File: src/rtl/seg_scan_driver_if.sv
// Display-side bundle between the countdown core (master) and the scan driver (slave).
// Carries the BCD digits and display controls in, and the active-low pin drives out.
interface seg_scan_driver_if;
    logic [15:0] digits;
    logic [3:0]  dp_mask;
    logic        blank_lead;
    logic        blink_en;
    logic [3:0]  an;
    logic [6:0]  seg;
    logic        dp;
    logic        frame_start;

    modport master (
        output digits, dp_mask, blank_lead, blink_en,
        input  an, seg, dp, frame_start
    );

    modport slave (
        input  digits, dp_mask, blank_lead, blink_en,
        output an, seg, dp, frame_start
    );
endinterface

File: src/rtl/seg_scan_driver.sv
// 4-digit multiplexed common-anode seven-segment scanner with frame snapshot,
// anti-ghost guard, leading-zero blanking and alarm blink; all pin outputs registered.
module seg_scan_driver #(
    parameter int unsigned SLOT_CYCLES  = 100000,
    parameter int unsigned GUARD_CYCLES = 64,
    parameter int unsigned BLINK_FRAMES = 125
) (
    input  logic               clk,
    input  logic               rst,
    seg_scan_driver_if.slave   disp_if
);
    localparam int unsigned SLOT_W  = (SLOT_CYCLES > 1) ? $clog2(SLOT_CYCLES) : 1;
    localparam int unsigned BLINK_W = (BLINK_FRAMES > 1) ? $clog2(BLINK_FRAMES) : 1;

    logic [SLOT_W-1:0]  slot_cnt_q, slot_cnt_d;
    logic [1:0]         idx_q, idx_d;
    logic               first_q, first_d;
    logic [15:0]        digits_snap_q, digits_snap_d;
    logic [3:0]         dp_snap_q, dp_snap_d;
    logic               blank_snap_q, blank_snap_d;
    logic               off_snap_q, off_snap_d;
    logic [BLINK_W-1:0] blink_cnt_q, blink_cnt_d;
    logic               blink_off_q, blink_off_d;
    logic [3:0]         an_q, an_d;
    logic [6:0]         seg_q, seg_d;
    logic               dp_q, dp_d;
    logic               frame_start_q, frame_start_d;
    logic               snap_c;
    logic [3:0]         nibble_c;

    // State and output registers
    always_ff @(posedge clk or posedge rst) begin
        if (rst) begin
            slot_cnt_q    <= '0;
            idx_q         <= 2'd0;
            first_q       <= 1'b1;
            digits_snap_q <= 16'h0000;
            dp_snap_q     <= 4'h0;
            blank_snap_q  <= 1'b0;
            off_snap_q    <= 1'b0;
            blink_cnt_q   <= '0;
            blink_off_q   <= 1'b0;
            an_q          <= 4'hF;
            seg_q         <= 7'h7F;
            dp_q          <= 1'b1;
            frame_start_q <= 1'b0;
        end else begin
            slot_cnt_q    <= slot_cnt_d;
            idx_q         <= idx_d;
            first_q       <= first_d;
            digits_snap_q <= digits_snap_d;
            dp_snap_q     <= dp_snap_d;
            blank_snap_q  <= blank_snap_d;
            off_snap_q    <= off_snap_d;
            blink_cnt_q   <= blink_cnt_d;
            blink_off_q   <= blink_off_d;
            an_q          <= an_d;
            seg_q         <= seg_d;
            dp_q          <= dp_d;
            frame_start_q <= frame_start_d;
        end
    end

    // Scan sequencing, frame snapshot and blink phase
    always_comb begin
        slot_cnt_d    = slot_cnt_q;
        idx_d         = idx_q;
        first_d       = 1'b0;
        snap_c        = 1'b0;
        digits_snap_d = digits_snap_q;
        dp_snap_d     = dp_snap_q;
        blank_snap_d  = blank_snap_q;
        off_snap_d    = off_snap_q;
        blink_cnt_d   = blink_cnt_q;
        blink_off_d   = blink_off_q;

        // The first cycle after reset only takes the snapshot; counters stay at d0/slot 0.
        if (first_q) begin
            snap_c = 1'b1;
        end else if (slot_cnt_q == SLOT_W'(SLOT_CYCLES - 1)) begin
            slot_cnt_d = '0;
            idx_d      = idx_q + 2'd1;
            snap_c     = (idx_q == 2'd3);
        end else begin
            slot_cnt_d = slot_cnt_q + SLOT_W'(1);
        end

        if (snap_c) begin
            digits_snap_d = disp_if.digits;
            dp_snap_d     = disp_if.dp_mask;
            blank_snap_d  = disp_if.blank_lead;
            off_snap_d    = disp_if.blink_en & blink_off_q;
        end

        // The new frame shows the phase held before this frame advances the count.
        if (!disp_if.blink_en) begin
            blink_cnt_d = '0;
            blink_off_d = 1'b0;
        end else if (snap_c) begin
            if (blink_cnt_q == BLINK_W'(BLINK_FRAMES - 1)) begin
                blink_cnt_d = '0;
                blink_off_d = ~blink_off_q;
            end else begin
                blink_cnt_d = blink_cnt_q + BLINK_W'(1);
            end
        end
    end

    // Pin values for the next cycle, derived from the current slot
    always_comb begin
        an_d          = 4'hF;
        seg_d         = 7'h3F;
        dp_d          = ~dp_snap_q[idx_q];
        frame_start_d = snap_c;
        nibble_c      = digits_snap_q[4*idx_q +: 4];

        case (nibble_c)
            4'd0:    seg_d = 7'h40;
            4'd1:    seg_d = 7'h79;
            4'd2:    seg_d = 7'h24;
            4'd3:    seg_d = 7'h30;
            4'd4:    seg_d = 7'h19;
            4'd5:    seg_d = 7'h12;
            4'd6:    seg_d = 7'h02;
            4'd7:    seg_d = 7'h78;
            4'd8:    seg_d = 7'h00;
            4'd9:    seg_d = 7'h10;
            default: seg_d = 7'h3F;
        endcase

        if ((slot_cnt_q >= SLOT_W'(GUARD_CYCLES)) && !off_snap_q &&
            !((idx_q == 2'd3) && blank_snap_q && (digits_snap_q[15:12] == 4'd0))) begin
            an_d = ~(4'b0001 << idx_q);
        end
    end

    assign disp_if.an          = an_q;
    assign disp_if.seg         = seg_q;
    assign disp_if.dp          = dp_q;
    assign disp_if.frame_start = frame_start_q;
endmodule

File: src/flat_wrapper.sv
// flat-port wrapper written by rule: the top's interface ports become plain ports
module seg_scan_driver_flat 
#(
    parameter int unsigned SLOT_CYCLES  = 100000,
    parameter int unsigned GUARD_CYCLES = 64,
    parameter int unsigned BLINK_FRAMES = 125
)
  (clk, rst, disp_if_digits, disp_if_dp_mask, disp_if_blank_lead, disp_if_blink_en, disp_if_an, disp_if_seg, disp_if_dp, disp_if_frame_start);
  seg_scan_driver_if disp_if_i ();
  input  logic clk;
  input  logic rst;
  input wire logic [$bits(disp_if_i.digits)-1:0] disp_if_digits;
  input wire logic [$bits(disp_if_i.dp_mask)-1:0] disp_if_dp_mask;
  input wire logic [$bits(disp_if_i.blank_lead)-1:0] disp_if_blank_lead;
  input wire logic [$bits(disp_if_i.blink_en)-1:0] disp_if_blink_en;
  output wire logic [$bits(disp_if_i.an)-1:0] disp_if_an;
  output wire logic [$bits(disp_if_i.seg)-1:0] disp_if_seg;
  output wire logic [$bits(disp_if_i.dp)-1:0] disp_if_dp;
  output wire logic [$bits(disp_if_i.frame_start)-1:0] disp_if_frame_start;
  assign disp_if_i.digits = disp_if_digits;
  assign disp_if_i.dp_mask = disp_if_dp_mask;
  assign disp_if_i.blank_lead = disp_if_blank_lead;
  assign disp_if_i.blink_en = disp_if_blink_en;
  assign disp_if_an = disp_if_i.an;
  assign disp_if_seg = disp_if_i.seg;
  assign disp_if_dp = disp_if_i.dp;
  assign disp_if_frame_start = disp_if_i.frame_start;
  seg_scan_driver #(.SLOT_CYCLES(SLOT_CYCLES), .GUARD_CYCLES(GUARD_CYCLES), .BLINK_FRAMES(BLINK_FRAMES)) u_core (.clk(clk), .rst(rst), .disp_if(disp_if_i));
endmodule
File: config.mk
export PLATFORM = sky130hd
export DESIGN_NAME = seg_scan_driver_flat
export DESIGN_NICKNAME = d
export VERILOG_FILES = /design/src/rtl/seg_scan_driver_if.sv /design/src/rtl/seg_scan_driver.sv /design/src/flat_wrapper.sv
export SDC_FILE = /design/constraint.sdc
export NUM_CORES = 1
export LEC_CHECK = 0
export ABC_AREA = 1
export CORE_UTILIZATION = 50
export DETAILED_ROUTE_END_ITERATION = 12
export GPL_TIMING_DRIVEN = 0
export PLACE_DENSITY = 0.72
export REMOVE_ABC_BUFFERS = 1
export SYNTH_ARGS = -nofsm -noshare
export SYNTH_HDL_FRONTEND = slang
export SYNTH_SLANG_ARGS = --single-unit
File: constraint.sdc
create_clock -name clk -period 2.13 [get_ports clk]
set_input_delay 0.213 -clock clk [delete_from_list [all_inputs] [get_ports clk]]
set_output_delay 0.213 -clock clk [all_outputs]
set_load 0.03 [all_outputs]
==> results.tsv, run 1 <==
stage	metric	value	unit
global_routing	largest net degree at the start of global routing	45	
setup_path	Reg2Reg Launch Point	u_core.first_q$_DFF_PP1_	
setup_path	Worst Path Arrival	2170	ps
clocking	Post-CTS Setup Repair Bufs	0	
pwr	pwr/cell area	781	nW/µm²
pwr	switching share of total power	26.4	%
layout	design area	3900	µm²
pwr	Internal Dissipation	2240	µW
layout	area occupied by multi-input gates	1390	µm²
placement	port buffer count	36	
synth	Avg Inst Size Synth	8.22	µm²
layout	Seq. cell area	1590	µm²
setup_path	Slowest-stage cell, CP	inv_1	
clocking	CTS Hold Buffers Added	0	
setup_path	crit path cell chain	inv_1 -> nand2_1 -> nor2_1 -> nand2_1 -> nor2_1 -> nand3_1 -> xor2_1	
layout	Area growth syn-to-layout	19.0	%
timing	setup TNS	0	ps
synth	top-area cell type share of the netlist area	38.2	%
outcome	outcome	finished, final reports clean	
synth	post-synth top area cell	dfrtp_1	
clocking	Sink Count	63	
timing	minimum hold slack	195	ps
global_routing	GRT Total Usage	20.6	%
clocking	CTS tree	yes	
global_routing	Congestion Overflow GR	0	
timing	Fmax	516	MHz
detailed_routing	Starting DRT DRC Count	149	
detailed_routing	First-pass DRT Iterations	4	
synth	Synth Instances	399	
detailed_routing	Via-to-Cell Ratio	5.12	
die	Die Ht	83.0	µm
clocking	clock buffer count from CTS	9	
layout	NumNets Final	473	
detailed_routing	met2 wire len	2.99	mm
timing	relative slew slack	43.0	%
layout	layout cells sized above 1	10.4	%
layout	number of diodes	0	
synth	register area share after synthesis	48.6	%
setup_path	crit-path max FO	24	
clocking	clock-pin slew on the worst setup and hold paths	70	ps
setup_path	Critical Path Source	u_core.first_q$_DFF_PP1_	
global_routing	global-route wire length before repair	11.4	mm
timing	Fin. Hold Viols	0	
synth	Distinct cells, synth	38	
setup_path	R2R cell count	7	
die	Ports	37	
placement	Placer Congestion	0.837	
pwr	P_leak	0.00191	µW
timing	Min Clock Period, post-route	1940	ps
synth	mapped cell area	3280	µm²
run	max cap viols	0	
die	die area	6880	µm²
timing	RSZ-0062 raised after global routing	no	
global_routing	vias in the first global route	2605	
layout	Non-Filler Instances	518	
synth	Synthesis Warnings	0	
clocking	Clock Tree Buf Depth	2	
pwr	switching pwr	806	µW
detailed_routing	routed wire length	6.29	mm
placement	Final HPWL DP	4.37	mm
detailed_routing	WL met1	2.95	mm
die	core area	6350	µm²
placement	placed insts	502	
detailed_routing	post-route ant nets	0	
pwr	maximum vdd ir drop	421	µV
die	die width	83.0	µm
setup_path	CP delay by family, top	simple AND/OR/NAND/NOR gates	
timing	Worst Skew	11.5	ps
worst_hold_path	HP Class	input pin to async pin	
global_routing	initial antenna violation count	0	
pwr	Logic pwr share	15.1	%
setup_path	Critical Path Max Stage Delay	620	ps
synth	Most used DFF post-synth	dfrtp_1	
setup_path	reg2reg setup slack	190	ps
setup_path	worst endpoint required time	2360	ps
detailed_routing	DR vias	2652	
timing	Slew @ Worst Pin	854	ps
clocking	worst skew pair latency	340	ps
placement	DP Area	3680	µm²
synth	synthesized flop and latch total	63	
setup_path	sum of buffers and inverters on the critical path	1	
detailed_routing	top sig layer	met4	
detailed_routing	met3 WL	229	µm
detailed_routing	DR DRC count	0	
setup_path	critical path type	flip-flop to flip-flop	
synth	Synth area leaders	dfrtp_1 (38%), nand2_1 (12%), dfstp_2 (10%), nand3_1 (6.4%), inv_1 (6.1%)	
timing	# setup viols final	0	
die	starting density of the core	51.6	%
pwr	Final Power	3050	µW
setup_path	worst r2r dst	u_core.slot_cnt_q[14]$_DFFE_PP0N_	
pwr	Clock Power Share	38.2	%
synth	Synth async-reset ratio	100	%
layout	Filler cells	562	
setup_path	crit end category	flip-flop	
detailed_routing	wire per inst	12.1	µm
pwr	Flop pwr share	46.7	%
clocking	CTS H-Tree Depth	3	
timing	Final Cycle Share	91.0	%
timing	Slew Viols, Final	0	
setup_path	Critical Path Start Type	flip-flop	
clocking	clock root cell	clkbuf_8	
die	number of core rows	29	
synth	number of flops mapped to enable cells by yosys	0	
sequential cells by signal, summed over array words and instances (netlist names):
name	count
u_core.disp_if.an	4
u_core.blink_cnt_q	7
u_core.digits_snap_q	16
u_core.disp_if.seg	7
u_core.disp_if.dp	1
u_core.first_q	1
u_core.dp_snap_q	4
u_core.disp_if.frame_start	1
u_core.blink_off_q	1
u_core.slot_cnt_q	17
u_core.blank_snap_q	1
u_core.off_snap_q	1
u_core.idx_q	2
placed cells by master (no fill, tap or decap), types with 2 or more instances in the layout:
cell type,count
nand4_1,8
a21oi_1,12
nor2_2,3
and3_1,2
o211ai_1,2
inv_2,6
xor2_1,10
clkbuf_1,2
inv_1,52
ha_1,13
dfstp_2,13
nor3_1,5
bufinv_16,2
dfrtp_1,49
nor2_1,26
o21ai_0,24
o21ai_1,3
nand3_1,42
clkdlybuf4s50_1,36
nor2_4,2
nand2_1,101
clkbuf_8,11
layer usage:
metal,vias to the layer above,global-route usage (%)
met4,0,10.5
li1,1337,-
met1,1240,26.6
met3,12,3.68
met5,-,0
met2,63,33.2
power groups by stage:
| stage | sequential (µW) | combinational (µW) | clock, µW |
|---|---|---|---|
| 3_3_place_gp | 1440 | 445 | 0 |
| 6_report | 1420 | 460 | 1160 |
| 4_1_cts | 1420 | 466 | 1190 |
| 2_1_floorplan | 1480 | 252 | 0 |
| 3_5_place_dp | 1440 | 461 | 0 |
| 5_1_grt | 1440 | 522 | 1240 |
layout make-up:
class	count	share of cell area, %
well taps	77	2.47
clock buffers	13	4.07
repair buffers	37	9.75
clock inverters	3	1.67
multi-input cells	266	35.5
flip-flops and latches	63	40.8
inverters	59	5.67
Yosys cell counts, types with 8 or more instances:
master,count
a21oi_1,12
dfstp_2,13
dfrtp_1,50
nand4_1,8
nand2_1,101
nor2_1,26
ha_1,13
nand3_1,42
xor2_1,10
o21ai_0,24
inv_1,53
per-stage QoR:
step / worst slack, ps / utilization [%]
final: 192 / 61.5
after floorplan: 369 / -
after detailed placement: 153 / 57.9
after global routing: 65.6 / 61.5
after CTS: 138 / 61.4
after global placement: -778 / 57.6
what timing repair did:
item	4_1_cts	5_1_grt
endpoints found under the hold margin	0	0
gates resized for setup	0	1
endpoints found under the setup margin	0	1
worst max path at each step:
stage / cells past startpoint / endpoint / slack [ps]
after global routing: 7 / u_core.slot_cnt_q[14]$_DFFE_PP0N_ / 70
after CTS: 8 / u_core.disp_if.seg[4]$_DFF_PP1_ / 140
after detailed placement: 8 / u_core.disp_if.seg[4]$_DFF_PP1_ / 150
after global placement: 2 / u_core.digits_snap_q[0]$_DFFE_PP0P_ / -780
after floorplan: 1 / u_core.blank_snap_q$_DFFE_PP0P_ / 370
final: 7 / u_core.slot_cnt_q[14]$_DFFE_PP0N_ / 190
logic make-up after synthesis:
group	Yosys count	synth area share, %
xor gates and xnor gates	11	2.94
AOI/OAI and AO/OA	44	7.14
DFF	63	48.6
and+or+nand+nor	197	27.1
other	1	0.114
adders and majority gates	13	4.96
buffers and inverters	70	9.12
No activity file was read; power rests on OpenSTA's default activity.
==> run 2, diff against run 1 <==
PLACE_DENSITY = 0.83   (was 0.72)
==> results.tsv, run 2 (same netlist as run 1, synthesis figures left out) <==
stage	metric	value	unit	change
global_routing	global-route wire length before repair	11.2	mm	-1.6%
layout	NumNets Final	473		unchanged
pwr	switching pwr	809	µW	+0.44%
timing	Final Cycle Share	88.9	%	-2.1 points
die	number of core rows	29		unchanged
setup_path	crit end category	flip-flop		
setup_path	Critical Path Start Type	flip-flop		
layout	top flop regs	u_core.slot_cnt_q (17), u_core.digits_snap_q (16)		
timing	fin worst setup slack	236	ps	+44.4 ps
clocking	worst skew pair latency	340	ps	about the same
pwr	Internal Dissipation	2090	µW	-6.8%
outcome	outcome	finished, final reports clean		
global_routing	largest net degree at the start of global routing	39		-13%
die	core area	6350	µm²	unchanged
setup_path	Slowest-stage cell, CP	dfrtp_2		
pwr	pwr/cell area	749	nW/µm²	-4.1%
global_routing	Congestion Overflow GR	0		unchanged
timing	Slew Viols, Final	0		unchanged
placement	Final HPWL DP	4.51	mm	+3.3%
timing	Fmax	528	MHz	+2.3%
clocking	Clock Tree Buf Depth	2		unchanged
layout	commonest non-fill, non-tap cells in the layout	nand2_1 (101), inv_1 (52), dfrtp_1 (49)		
pwr	maximum vdd ir drop	467	µV	+11%
run	max cap viols	0		unchanged
timing	Fin. Hold Viols	0		unchanged
detailed_routing	wire per inst	12.4	µm	+2.1%
pwr	Clock Power Share	34.7	%	-3.5 points
setup_path	crit path cell chain	inv_2 -> nand2_1 -> nand3_1 -> nand2_1 -> inv_2 -> ha_1 -> or2_0 -> a21oi_1		
timing	Slew @ Worst Pin	821	ps	-33.3 ps
timing	minimum hold slack	286	ps	+90.4 ps
layout	max reg flops	17		unchanged
detailed_routing	routed wire length	6.42	mm	+2.1%
detailed_routing	DR DRC count	0		unchanged
pwr	switching share of total power	27.9	%	+1.5 points
detailed_routing	Starting DRT DRC Count	207		+39%
detailed_routing	DR vias	2652		unchanged
global_routing	vias in the first global route	2584		-0.81%
pwr	Flop pwr share	49.1	%	+2.4 points
setup_path	worst endpoint required time	2390	ps	+30 ps
timing	Worst Skew	10.1	ps	-1.40 ps
layout	commonest non-fill, non-tap cell in the layout	nand2_1		
setup_path	crit-path max FO	17		-29%
detailed_routing	Via-to-Cell Ratio	5.12		unchanged
timing	relative slew slack	45.2	%	+2.2 points
clocking	CTS tree	yes		
layout	Area growth syn-to-layout	18.1	%	
layout	Filler cells	532		-5.3%
die	Die Ht	83.0	µm	unchanged
setup_path	Critical Path Max Stage Delay	580	ps	-40 ps
die	die area	6880	µm²	unchanged
timing	# setup viols final	0		unchanged
pwr	Logic pwr share	16.1	%	+1.0 points
die	Ports	37		unchanged
layout	Top reg by flops	u_core.slot_cnt_q		
worst_hold_path	HP Class	input pin to async pin		
timing	RSZ-0062 raised after global routing	no		
die	die width	83.0	µm	unchanged
global_routing	initial antenna violation count	0		unchanged
clocking	Sink Count	63		unchanged
placement	port buffer count	36		unchanged
setup_path	CP delay by family, top	simple AND/OR/NAND/NOR gates		
setup_path	critical path type	flip-flop to flip-flop		
setup_path	sum of buffers and inverters on the critical path	2		+1
detailed_routing	First-pass DRT Iterations	4		unchanged
detailed_routing	post-route ant nets	0		unchanged
clocking	clock buffer count from CTS	9		unchanged
placement	Placer Congestion	0.828		-1.1%
layout	layout cells sized above 1	10.4	%	unchanged
setup_path	Worst Path Arrival	2150	ps	-20 ps
clocking	clock-pin slew on the worst setup and hold paths	70	ps	about the same
layout	number of diodes	0		unchanged
pwr	P_leak	0.00189	µW	-0.90%
placement	pre-CTS setup slack	81.1	ps	-72.1 ps
die	starting density of the core	51.6	%	unchanged
clocking	clock root cell	clkbuf_8		
global_routing	GRT Total Usage	20.3	%	-0.29 points
timing	Min Clock Period, post-route	1890	ps	-44.4 ps
clocking	CTS H-Tree Depth	3		unchanged
clocking	Post-CTS Setup Repair Bufs	0		unchanged
## run 2: final timing paths
path	start	end	slack [ps]	depth (start not counted)
min	rst	u_core.blink_cnt_q[5]$_DFFE_PP0P_	290	2
min reg2reg	u_core.blink_off_q$_DFFE_PP0P_	u_core.blink_off_q$_DFFE_PP0P_	510	2
min in group clk	disp_if_digits[5]	u_core.digits_snap_q[5]$_DFFE_PP0P_	410	3
max reg2reg	u_core.idx_q[0]$_DFFE_PP0P_	u_core.disp_if.seg[4]$_DFF_PP1_	240	8
max in group asynchronous	rst	u_core.first_q$_DFF_PP1_	1180	3
max	u_core.idx_q[0]$_DFFE_PP0P_	u_core.disp_if.seg[4]$_DFF_PP1_	240	8
## run 2: power groups by stage
stage,Sequential (µW),Clock (µW),Combinational (µW)
floorplan,1480,0,252
global placement,1440,0,441
detailed placement,1440,0,468
CTS,1420,1040,472
global route,1440,1090,523
finish,1420,1010,468
## run 2: per-stage QoR
stage / cell area, µm² / cells / utilization, % / TNS, ps / total power, µW
after floorplan: 3200 / 388 / - / 0 / 1730
after global placement: 3660 / 501 / 57.6 / -34320 / 1880
after detailed placement: 3680 / 502 / 57.9 / 0 / 1910
after CTS: 3870 / 518 / 60.9 / 0 / 2930
after global routing: 3870 / 518 / 61.0 / 0 / 3050
final: 3870 / 518 / 61.0 / 0 / 2900
## run 2: what timing repair did
item	4_1_cts	5_1_grt
hold buffers	0	0
gates resized for setup	0	1
endpoints found under the setup margin	0	6
## run 2: final cells by class
cell class | count | area [µm²] | area share [%]
tap | 77 | 96.3 | 2.49
timing repair buffer | 37 | 380 | 9.83
sequential | 63 | 1590 | 41.2
clock inverter | 4 | 47.5 | 1.23
multi-input combinational | 266 | 1390 | 35.8
inverter | 59 | 221 | 5.72
clock buffer | 12 | 145 | 3.75
## run 2: layer usage
metal | vias up | share of wire [%] | global-route usage, %
met5 | - | 0 | 0
met3 | 14 | 4.1 | 4.17
met1 | 1240 | 46 | 24.9
li1 | 1334 | - | -
met2 | 64 | 47 | 33.6
met4 | 0 | 2.6 | 10.8
